`config.mk`:
```
export PLATFORM = sky130hd
export DESIGN_NAME = sw_input_cond_flat
export DESIGN_NICKNAME = d
export VERILOG_FILES = /design/src/rtl/sw_input_cond_pkg.sv /design/src/rtl/sw_input_cond_if.sv /design/src/rtl/sw_input_cond_debounce.sv /design/src/rtl/sw_input_cond.sv /design/src/flat_wrapper.sv
export SDC_FILE = /design/constraint.sdc
export NUM_CORES = 1
export LEC_CHECK = 0
export ABC_AREA = 1
export BUFFER_PORTS_ARGS = -buffer_cell sky130_fd_sc_hd__buf_2
export CAP_MARGIN = 20
export CORE_MARGIN = 10
export CORE_UTILIZATION = 55
export CTS_CLUSTER_DIAMETER = 150
export DETAILED_ROUTE_END_ITERATION = 12
export GPL_TIMING_DRIVEN = 0
export PLACE_DENSITY = 0.74
export SLEW_MARGIN = 20
export SYNTH_ARGS = -nofsm -noshare
export SYNTH_HDL_FRONTEND = slang
export SYNTH_SLANG_ARGS = --single-unit
```
`constraint.sdc`:
```
create_clock -name clk -period 3.3 [get_ports clk]
set_input_delay 0.825 -clock clk [delete_from_list [all_inputs] [get_ports clk]]
set_output_delay 0.825 -clock clk [all_outputs]
set_load 0.01 [all_outputs]
```
`src/rtl/sw_input_cond_pkg.sv`:
```
// sw_pkg: shared constants and types for the stopwatch input conditioner.
//   DEBOUNCE_DEFAULT    - stable cycles before a debounced level changes
//                         (5 ms at 100 MHz)
//   SYNC_STAGES_DEFAULT - flip-flops per input synchroniser
//   sw_idx_e            - index of each raw input in the conditioner's vectors
package sw_pkg;

    localparam int DEBOUNCE_DEFAULT    = 500000;
    localparam int SYNC_STAGES_DEFAULT = 2;
    localparam int NUM_INPUTS          = 4;

    typedef enum logic [1:0] {
        IDX_PAUSE = 2'd0,
        IDX_CLEAR = 2'd1,
        IDX_ADJ   = 2'd2,
        IDX_SEL   = 2'd3
    } sw_idx_e;

endpackage

```
`src/rtl/sw_input_cond_if.sv`:
```
// sw_input_cond_if: board-side bundle of the stopwatch input conditioner.
//   BTN_PAUSE, BTN_CLEAR, SW_ADJ, SW_SEL - raw asynchronous buttons/switches
//   PAUSE, CLEAR, ADJ, SEL               - conditioned, registered controls
// master: the side that drives the raw inputs and consumes the controls.
// slave : the conditioner itself.
interface sw_input_cond_if;

    logic BTN_PAUSE;
    logic BTN_CLEAR;
    logic SW_ADJ;
    logic SW_SEL;
    logic PAUSE;
    logic CLEAR;
    logic ADJ;
    logic SEL;

    modport master (
        output BTN_PAUSE, BTN_CLEAR, SW_ADJ, SW_SEL,
        input  PAUSE, CLEAR, ADJ, SEL
    );

    modport slave (
        input  BTN_PAUSE, BTN_CLEAR, SW_ADJ, SW_SEL,
        output PAUSE, CLEAR, ADJ, SEL
    );

endinterface

```
`src/rtl/sw_input_cond_debounce.sv`:
```
// sw_debounce: synchronises one raw asynchronous input and debounces it.
//   clk   - system clock, rising edge
//   RESET - asynchronous active-high reset
//   raw   - raw asynchronous input
//   level - debounced stable level d
//   rise  - high for the single cycle after level goes 0 -> 1
// A new level is accepted only after the synchronised input has differed
// from the current level for DEBOUNCE_CYCLES consecutive cycles; any bounce
// back to the current level restarts the count.
module sw_debounce #(
    parameter int DEBOUNCE_CYCLES = 500000,
    parameter int SYNC_STAGES     = 2
) (
    input  logic clk,
    input  logic RESET,
    input  logic raw,
    output logic level,
    output logic rise
);

    localparam int CNT_W = (DEBOUNCE_CYCLES > 1) ? $clog2(DEBOUNCE_CYCLES) : 1;
    localparam logic [CNT_W-1:0] CNT_MAX  = CNT_W'(DEBOUNCE_CYCLES - 1);
    localparam logic [CNT_W-1:0] CNT_ONE  = CNT_W'(1);
    localparam logic [CNT_W-1:0] CNT_ZERO = {CNT_W{1'b0}};

    logic [SYNC_STAGES-1:0] sync_r;
    logic                   level_r;
    logic                   level_q_r;
    logic [CNT_W-1:0]       cnt_r;
    logic                   sync_out_s;
    logic                   level_nxt_s;
    logic [CNT_W-1:0]       cnt_nxt_s;

    assign sync_out_s = sync_r[SYNC_STAGES-1];

    // Synchroniser chain: shift the raw input in at the low end.
    always_ff @(posedge clk or posedge RESET) begin
        if (RESET) begin
            sync_r <= {SYNC_STAGES{1'b0}};
        end else begin
            sync_r <= {sync_r[SYNC_STAGES-2:0], raw};
        end
    end

    // Debounce next-state: count consecutive disagreeing cycles, accept on the last.
    always_comb begin
        level_nxt_s = level_r;
        cnt_nxt_s   = cnt_r;
        if (sync_out_s == level_r) begin
            cnt_nxt_s = CNT_ZERO;
        end else if (cnt_r == CNT_MAX) begin
            level_nxt_s = sync_out_s;
            cnt_nxt_s   = CNT_ZERO;
        end else begin
            cnt_nxt_s = cnt_r + CNT_ONE;
        end
    end

    // Debounce state registers, plus a one-cycle-delayed copy for edge detection.
    always_ff @(posedge clk or posedge RESET) begin
        if (RESET) begin
            level_r   <= 1'b0;
            level_q_r <= 1'b0;
            cnt_r     <= CNT_ZERO;
        end else begin
            level_r   <= level_nxt_s;
            level_q_r <= level_r;
            cnt_r     <= cnt_nxt_s;
        end
    end

    assign level = level_r;
    assign rise  = level_r & ~level_q_r;

endmodule

```
`src/rtl/sw_input_cond.sv`:
```
// sw_input_cond: stopwatch input conditioner.
//   clk   - system clock, rising edge
//   RESET - asynchronous active-high reset for every flop
//   io    - sw_input_cond_if.slave:
//             BTN_PAUSE/BTN_CLEAR/SW_ADJ/SW_SEL in (raw, asynchronous)
//             PAUSE (1 = paused), CLEAR (one-cycle pulse), ADJ, SEL out
// Each raw input is debounced independently. A debounced clear press pulses
// CLEAR and forces run state (PAUSE = 0) on the same edge, overriding a
// simultaneous pause press; a debounced pause press toggles PAUSE.
module sw_input_cond
    import sw_pkg::*;
#(
    parameter int DEBOUNCE_CYCLES = DEBOUNCE_DEFAULT,
    parameter int SYNC_STAGES     = SYNC_STAGES_DEFAULT
) (
    input  logic           clk,
    input  logic           RESET,
    sw_input_cond_if.slave io
);

    logic [NUM_INPUTS-1:0] raw_s;
    logic [NUM_INPUTS-1:0] level_s;
    logic [NUM_INPUTS-1:0] rise_s;

    logic pause_r;
    logic clear_r;
    logic adj_r;
    logic sel_r;
    logic pause_nxt_s;
    logic clear_nxt_s;

    assign raw_s[IDX_PAUSE] = io.BTN_PAUSE;
    assign raw_s[IDX_CLEAR] = io.BTN_CLEAR;
    assign raw_s[IDX_ADJ]   = io.SW_ADJ;
    assign raw_s[IDX_SEL]   = io.SW_SEL;

    for (genvar gi = 0; gi < NUM_INPUTS; gi++) begin : g_deb
        sw_debounce #(
            .DEBOUNCE_CYCLES (DEBOUNCE_CYCLES),
            .SYNC_STAGES     (SYNC_STAGES)
        ) u_deb (
            .clk   (clk),
            .RESET (RESET),
            .raw   (raw_s[gi]),
            .level (level_s[gi]),
            .rise  (rise_s[gi])
        );
    end

    // Run/pause and clear next-state; clear has priority over pause.
    always_comb begin
        pause_nxt_s = pause_r;
        clear_nxt_s = 1'b0;
        if (rise_s[IDX_CLEAR]) begin
            clear_nxt_s = 1'b1;
            pause_nxt_s = 1'b0;
        end else if (rise_s[IDX_PAUSE]) begin
            clear_nxt_s = 1'b0;
            pause_nxt_s = ~pause_r;
        end else begin
            clear_nxt_s = 1'b0;
            pause_nxt_s = pause_r;
        end
    end

    // Output registers.
    always_ff @(posedge clk or posedge RESET) begin
        if (RESET) begin
            pause_r <= 1'b0;
            clear_r <= 1'b0;
            adj_r   <= 1'b0;
            sel_r   <= 1'b0;
        end else begin
            pause_r <= pause_nxt_s;
            clear_r <= clear_nxt_s;
            adj_r   <= level_s[IDX_ADJ];
            sel_r   <= level_s[IDX_SEL];
        end
    end

    assign io.PAUSE = pause_r;
    assign io.CLEAR = clear_r;
    assign io.ADJ   = adj_r;
    assign io.SEL   = sel_r;

endmodule
```
`src/flat_wrapper.sv`:
```
// flat-port wrapper written by rule: the top's interface ports become plain ports
module sw_input_cond_flat import sw_pkg::*;
#(
    parameter int DEBOUNCE_CYCLES = DEBOUNCE_DEFAULT,
    parameter int SYNC_STAGES     = SYNC_STAGES_DEFAULT
)
  (clk, RESET, io_BTN_PAUSE, io_BTN_CLEAR, io_SW_ADJ, io_SW_SEL, io_PAUSE, io_CLEAR, io_ADJ, io_SEL);
  sw_input_cond_if io_i ();
  input  logic clk;
  input  logic RESET;
  input wire logic [$bits(io_i.BTN_PAUSE)-1:0] io_BTN_PAUSE;
  input wire logic [$bits(io_i.BTN_CLEAR)-1:0] io_BTN_CLEAR;
  input wire logic [$bits(io_i.SW_ADJ)-1:0] io_SW_ADJ;
  input wire logic [$bits(io_i.SW_SEL)-1:0] io_SW_SEL;
  output wire logic [$bits(io_i.PAUSE)-1:0] io_PAUSE;
  output wire logic [$bits(io_i.CLEAR)-1:0] io_CLEAR;
  output wire logic [$bits(io_i.ADJ)-1:0] io_ADJ;
  output wire logic [$bits(io_i.SEL)-1:0] io_SEL;
  assign io_i.BTN_PAUSE = io_BTN_PAUSE;
  assign io_i.BTN_CLEAR = io_BTN_CLEAR;
  assign io_i.SW_ADJ = io_SW_ADJ;
  assign io_i.SW_SEL = io_SW_SEL;
  assign io_PAUSE = io_i.PAUSE;
  assign io_CLEAR = io_i.CLEAR;
  assign io_ADJ = io_i.ADJ;
  assign io_SEL = io_i.SEL;
  sw_input_cond #(.DEBOUNCE_CYCLES(DEBOUNCE_CYCLES), .SYNC_STAGES(SYNC_STAGES)) u_core (.clk(clk), .RESET(RESET), .io(io_i));
endmodule
```
# == Yosys cells after proc, flatten, opt, wreduce, memory -nomap -nowiden ==
# Cells that the tools add are included.
# op_classes
n_addsub,4
n_eq_ne,8
mux,11
bitwise,9
reduce_logical,5
# ops
cell,n
$mux 19,8
$add 19x1->19 const B,4
$eq 19x19->1 const B,4
$reduce_and 2->1,4
$not 1->1,7
$eq 1x1->1,4
$mux 1,3
$and 1x1->1,2
$reduce_bool 2->1,1
# word_totals
regBits,94
in_bits,6
out_inout_bits,4

# == Longest topological paths before layout ==
# depth
depth_word,4
depth_mapped,8
ltp_nobuf,8

# == By module ==
# Synthesis repeated with hierarchy kept, for this count alone.
# hier_totals
hier_cells,622
area_unflattened_um2,5182.5
# modules_own_cells
mod,instances,cells_per_inst,area_each_um2,seq_area_each_um2
sw_debounce,4,153,1265.0,575.6
sw_input_cond,1,10,122.6,100.1

# == Least setup slack after synthesis ==
# OpenSTA, ideal clock, no wires.
# synth_timing
kind,flip-flop to flip-flop
start,reg u_core.g_deb[1].u_deb.cnt_r[0]
end,reg u_core.g_deb[1].u_deb.cnt_r[18]
setup_time_ns,0.119
t_arrival_ns,1.149
path_slack_ns,2.032
path_stages_with_launch,9
n_path_buf,0
cell_sequence,dfrtp_1 > ha_1 > nand2_1 > nor2_1 > nand2_1 > nor2_2 > nand3_1 > nand3_1 > nor2_1
# synth_between
elab_chain_len,3
elab_cells_between_ends,4
cone_classes,1 x add/sub; 1 x eq/ne; 2 x mux
# synth_rtl
item,line_no,source
start: declaration,sw_input_cond_debounce.sv:29,logic [CNT_W-1:0] cnt_r;
start signal: assignment,sw_input_cond_debounce.sv:68,cnt_r <= cnt_nxt_s;
$add 19x1->19 or $eq 19x19->1 (tied branches),"sw_input_cond_debounce.sv:55, sw_input_cond_debounce.sv:51",
$mux 19 *,sw_input_cond_debounce.sv:51,end else if (cnt_r == CNT_MAX) begin
$mux 19 *,sw_input_cond_debounce.sv:49,if (sync_out_s == level_r) begin
via u_core.g_deb[1].u_deb.cnt_nxt_s[18],sw_input_cond_debounce.sv:32,logic [CNT_W-1:0] cnt_nxt_s;
# Mark *: on every way through the listed nets, which the timed path passes. The rest lies on a longest branch.
# A chain may end at the register's enable or synchronous reset.

# == Final worst setup path ==
# layout_timing
start,reg u_core.pause_r (netlist: u_core.io.PAUSE)
end,out io_PAUSE
# layout_lines
item,line_no,source
start: declaration,sw_input_cond.sv:25,logic pause_r;
start signal: assignment,sw_input_cond.sv:74,pause_r <= pause_nxt_s;
end: declaration,flat_wrapper.sv:15,output wire logic [$bits(io_i.PAUSE)-1:0] io_PAUSE;
# No word-level cell between the ends.

==> run summary <==
Crit path required time - 2.47 ns
Chip height - 116 um
Post-synth top area share - 46.6%
Tightest Pin Transition - 0.473 ns
Clk Tree Root Cell - clkbuf_8
Post-synthesis sequential area ratio - 46.6%
Max-slew violation count - 0
Unrepaired setup endpoints after global routing - false
Minimum clock period after layout - 1.73 ns
Num Clock Sinks - 94
Pwr Total - 2.00 mW
Layout cell share with drive strength beyond 1 - 11.3%
Slew headroom - 68.3%
Crit path cell chain - buf_2
DRT Wirelength - 9330 um
Yosys cell types - 32
Diode count - 0
Post-Syn Area - 5050 um2
Fmax - 578 MHz
Critical Path Start Type - flop
Static leakage - 2.34 nW
Tot GR Track Use - 15.4%
Post-DR vias/cell - 5.02
Final-report hold violation count - 0
PD cells - 367 nW/um2
Post-Route Skew - 0.0111 ns
First-pass GRT wire length - 17000 um
Count leader, synth - nor2_1
Starting Density - 57.1%
CTS buffer count - 9
Element type at the critical path end - output port
Nets - 689
Crit share post-route - 52.4%
Synth area leaders - dfrtp_1 (47%), nor2_1 (14%), nand2_1 (8.3%)
Final core utilization - 61.6%
Die Area - 13400 um2
GPL Wtd Cong - 0.934
Port buffer count - 9
Pre-CTS setup slack - 1.84 ns
Status - finished, final reports clean
Crit path DAT - 0.90 ns
Hold Path Class - reg2reg
Ys Warns - 0
Peak VDD IR - 0.227 mV
Setup_tns - 0 ns
Post-CTS Repair Setup Buffers - 0
CTS H-tree depth - 3
Post-Syn Instances - 658
Synth Flop Type - dfrtp_1
Setup violators final - 0
Clk_lat worst skew - 0.36 ns
Die Width - 116 um
Fill cells - 777
Clock buffer depth - 2
Routed len/inst - 11.8 um
Post-CTS sizing - 0
Pre-Repair DR Iteration Count - 4
Ys async rst share - 100%
Syn Nets - 668
Syn_area_per_cell - 7.67 um2
Worst Path Buf+Inv - 1
Grt ovf - 0
Top delay family on crit path - flip-flops
Area leader, netlist - dfrtp_1
DR vias - 3972
CTS tree - yes
Number of enable flip-flop cells after synthesis - 0
Starting DRT DRC Count - 228
Commonest cells in the netlist - nor2_1 (184), nand2_1 (112), dfrtp_1 (94)
Worst setup margin - 1.57 ns
# DRC - 0
DPL Wire Length - 6860 um
CP max stage delay - 0.40 ns
Slowest cell on crit path - dfrtp_1
Initial antenna violation count - 0
Max capacitance violation total - 0
Layout area overhead - 7.90%
Crit-path max FO - 3
Total core area - 8850 um2
Cell Rows - 34
Post-CTS Hold Buffers - 0
Clk pin slew, worst setup/hold paths - 0.09 ns
Number of global-route vias before repair - 3861
Largest net degree at the start of global routing - 76
Synth Register Bits - 94
IO Count - 10
CP Class - reg2out
Post-DRT Antenna Nets - 0
==> worst paths after layout <==
kind / from / endpoint / slack [ns] / depth (start not counted)
setup / recovery: u_core.io.PAUSE$_DFFE_PP0P_ / io_PAUSE / 1.57 / 1
hold / removal: u_core.g_deb[2].u_deb.sync_r[0]$_DFF_PP0_ / u_core.g_deb[2].u_deb.sync_r[1]$_DFF_PP0_ / 0.35 / 0
setup reg to reg: u_core.g_deb[1].u_deb.cnt_r[0]$_DFF_PP0_ / u_core.g_deb[1].u_deb.cnt_r[0]$_DFF_PP0_ / 1.84 / 6
hold reg to reg: u_core.g_deb[2].u_deb.sync_r[0]$_DFF_PP0_ / u_core.g_deb[2].u_deb.sync_r[1]$_DFF_PP0_ / 0.35 / 0
max in group asynchronous: RESET / u_core.g_deb[0].u_deb.cnt_r[14]$_DFF_PP0_ / 2.31 / 3
min in group asynchronous: RESET / u_core.io.SEL$_DFF_PP0_ / 0.39 / 2
==> registers in the layout (all words and copies together) (netlist names) <==
| register | flops |
|---|---|
| u_core.g_deb.u_deb.level | 4 |
| u_core.io.CLEAR | 1 |
| u_core.io.PAUSE | 1 |
| u_core.g_deb.u_deb.sync_r | 8 |
| u_core.io.SEL | 1 |
| u_core.g_deb.u_deb.cnt_r | 76 |
| u_core.g_deb.u_deb.level_q_r | 2 |
| u_core.io.ADJ | 1 |
==> cell type report <==
| cell class | count | area (um2) | area share (%) |
|---|---|---|---|
| Sequential cell | 94 | 2350 | 43.2 |
| Inverter | 78 | 298 | 5.46 |
| Multi-Input combinational cell | 484 | 2390 | 43.8 |
| Timing Repair Buffer | 10 | 72.6 | 1.33 |
| Tap cell | 108 | 135 | 2.48 |
| Buffer | 2 | 18.8 | 0.344 |
| Clock inverter | 6 | 62.6 | 1.15 |
| Clock buffer | 9 | 124 | 2.27 |
==> metal layers <==
metal,global-route usage (%),wire [um],vias up
li1,-,-,2069
met4,5.50,127,0
met5,0,0,-
met2,24.5,4250,58
met3,3.10,370,15
met1,20.6,4580,1830
==> power by group <==
| group | switching, mW | internal [mW] | leakage [nW] |
|---|---|---|---|
| combinational | 0.0538 | 0.0211 | 0.955 |
| clock | 0.401 | 0.346 | 0.0992 |
| sequential | 0.0109 | 1.17 | 1.28 |
| total | 0.466 | 1.53 | 2.34 |
==> cells by family after synthesis <==
family	count (synthesis)	share of synthesized area, %
and+or+nand+nor	410	35.8
DFF	94	46.6
buffers and inverters	80	6.17
xor gates and xnor gates	40	7.38
AOI/OAI and AO/OA	30	3.10
adders and majority gates	4	0.991
==> per-stage QoR <==
step	hold WS [ns]	instances	instance area, um2
finish	0.349	791	5450
global route	0.357	791	5450
CTS	0.348	791	5450
detailed placement	0.336	776	5260
global placement	0.332	775	5230
floorplan	0.331	658	5050
==> layout by cell type (no fill, tap or decap), types with 5 or more instances in the layout <==
cell type	n
inv_2	6
nand2_2	14
inv_1	71
nand2_1	112
nor3_1	5
nor2_1	184
nand3_1	52
nor2_2	16
clkbuf_8	9
a21oi_1	14
nand4_1	5
xor2_1	26
o21ai_0	10
xnor2_1	11
buf_2	9
dfrtp_1	94
nor2_4	6
Power figures use the tool's default switching activity.
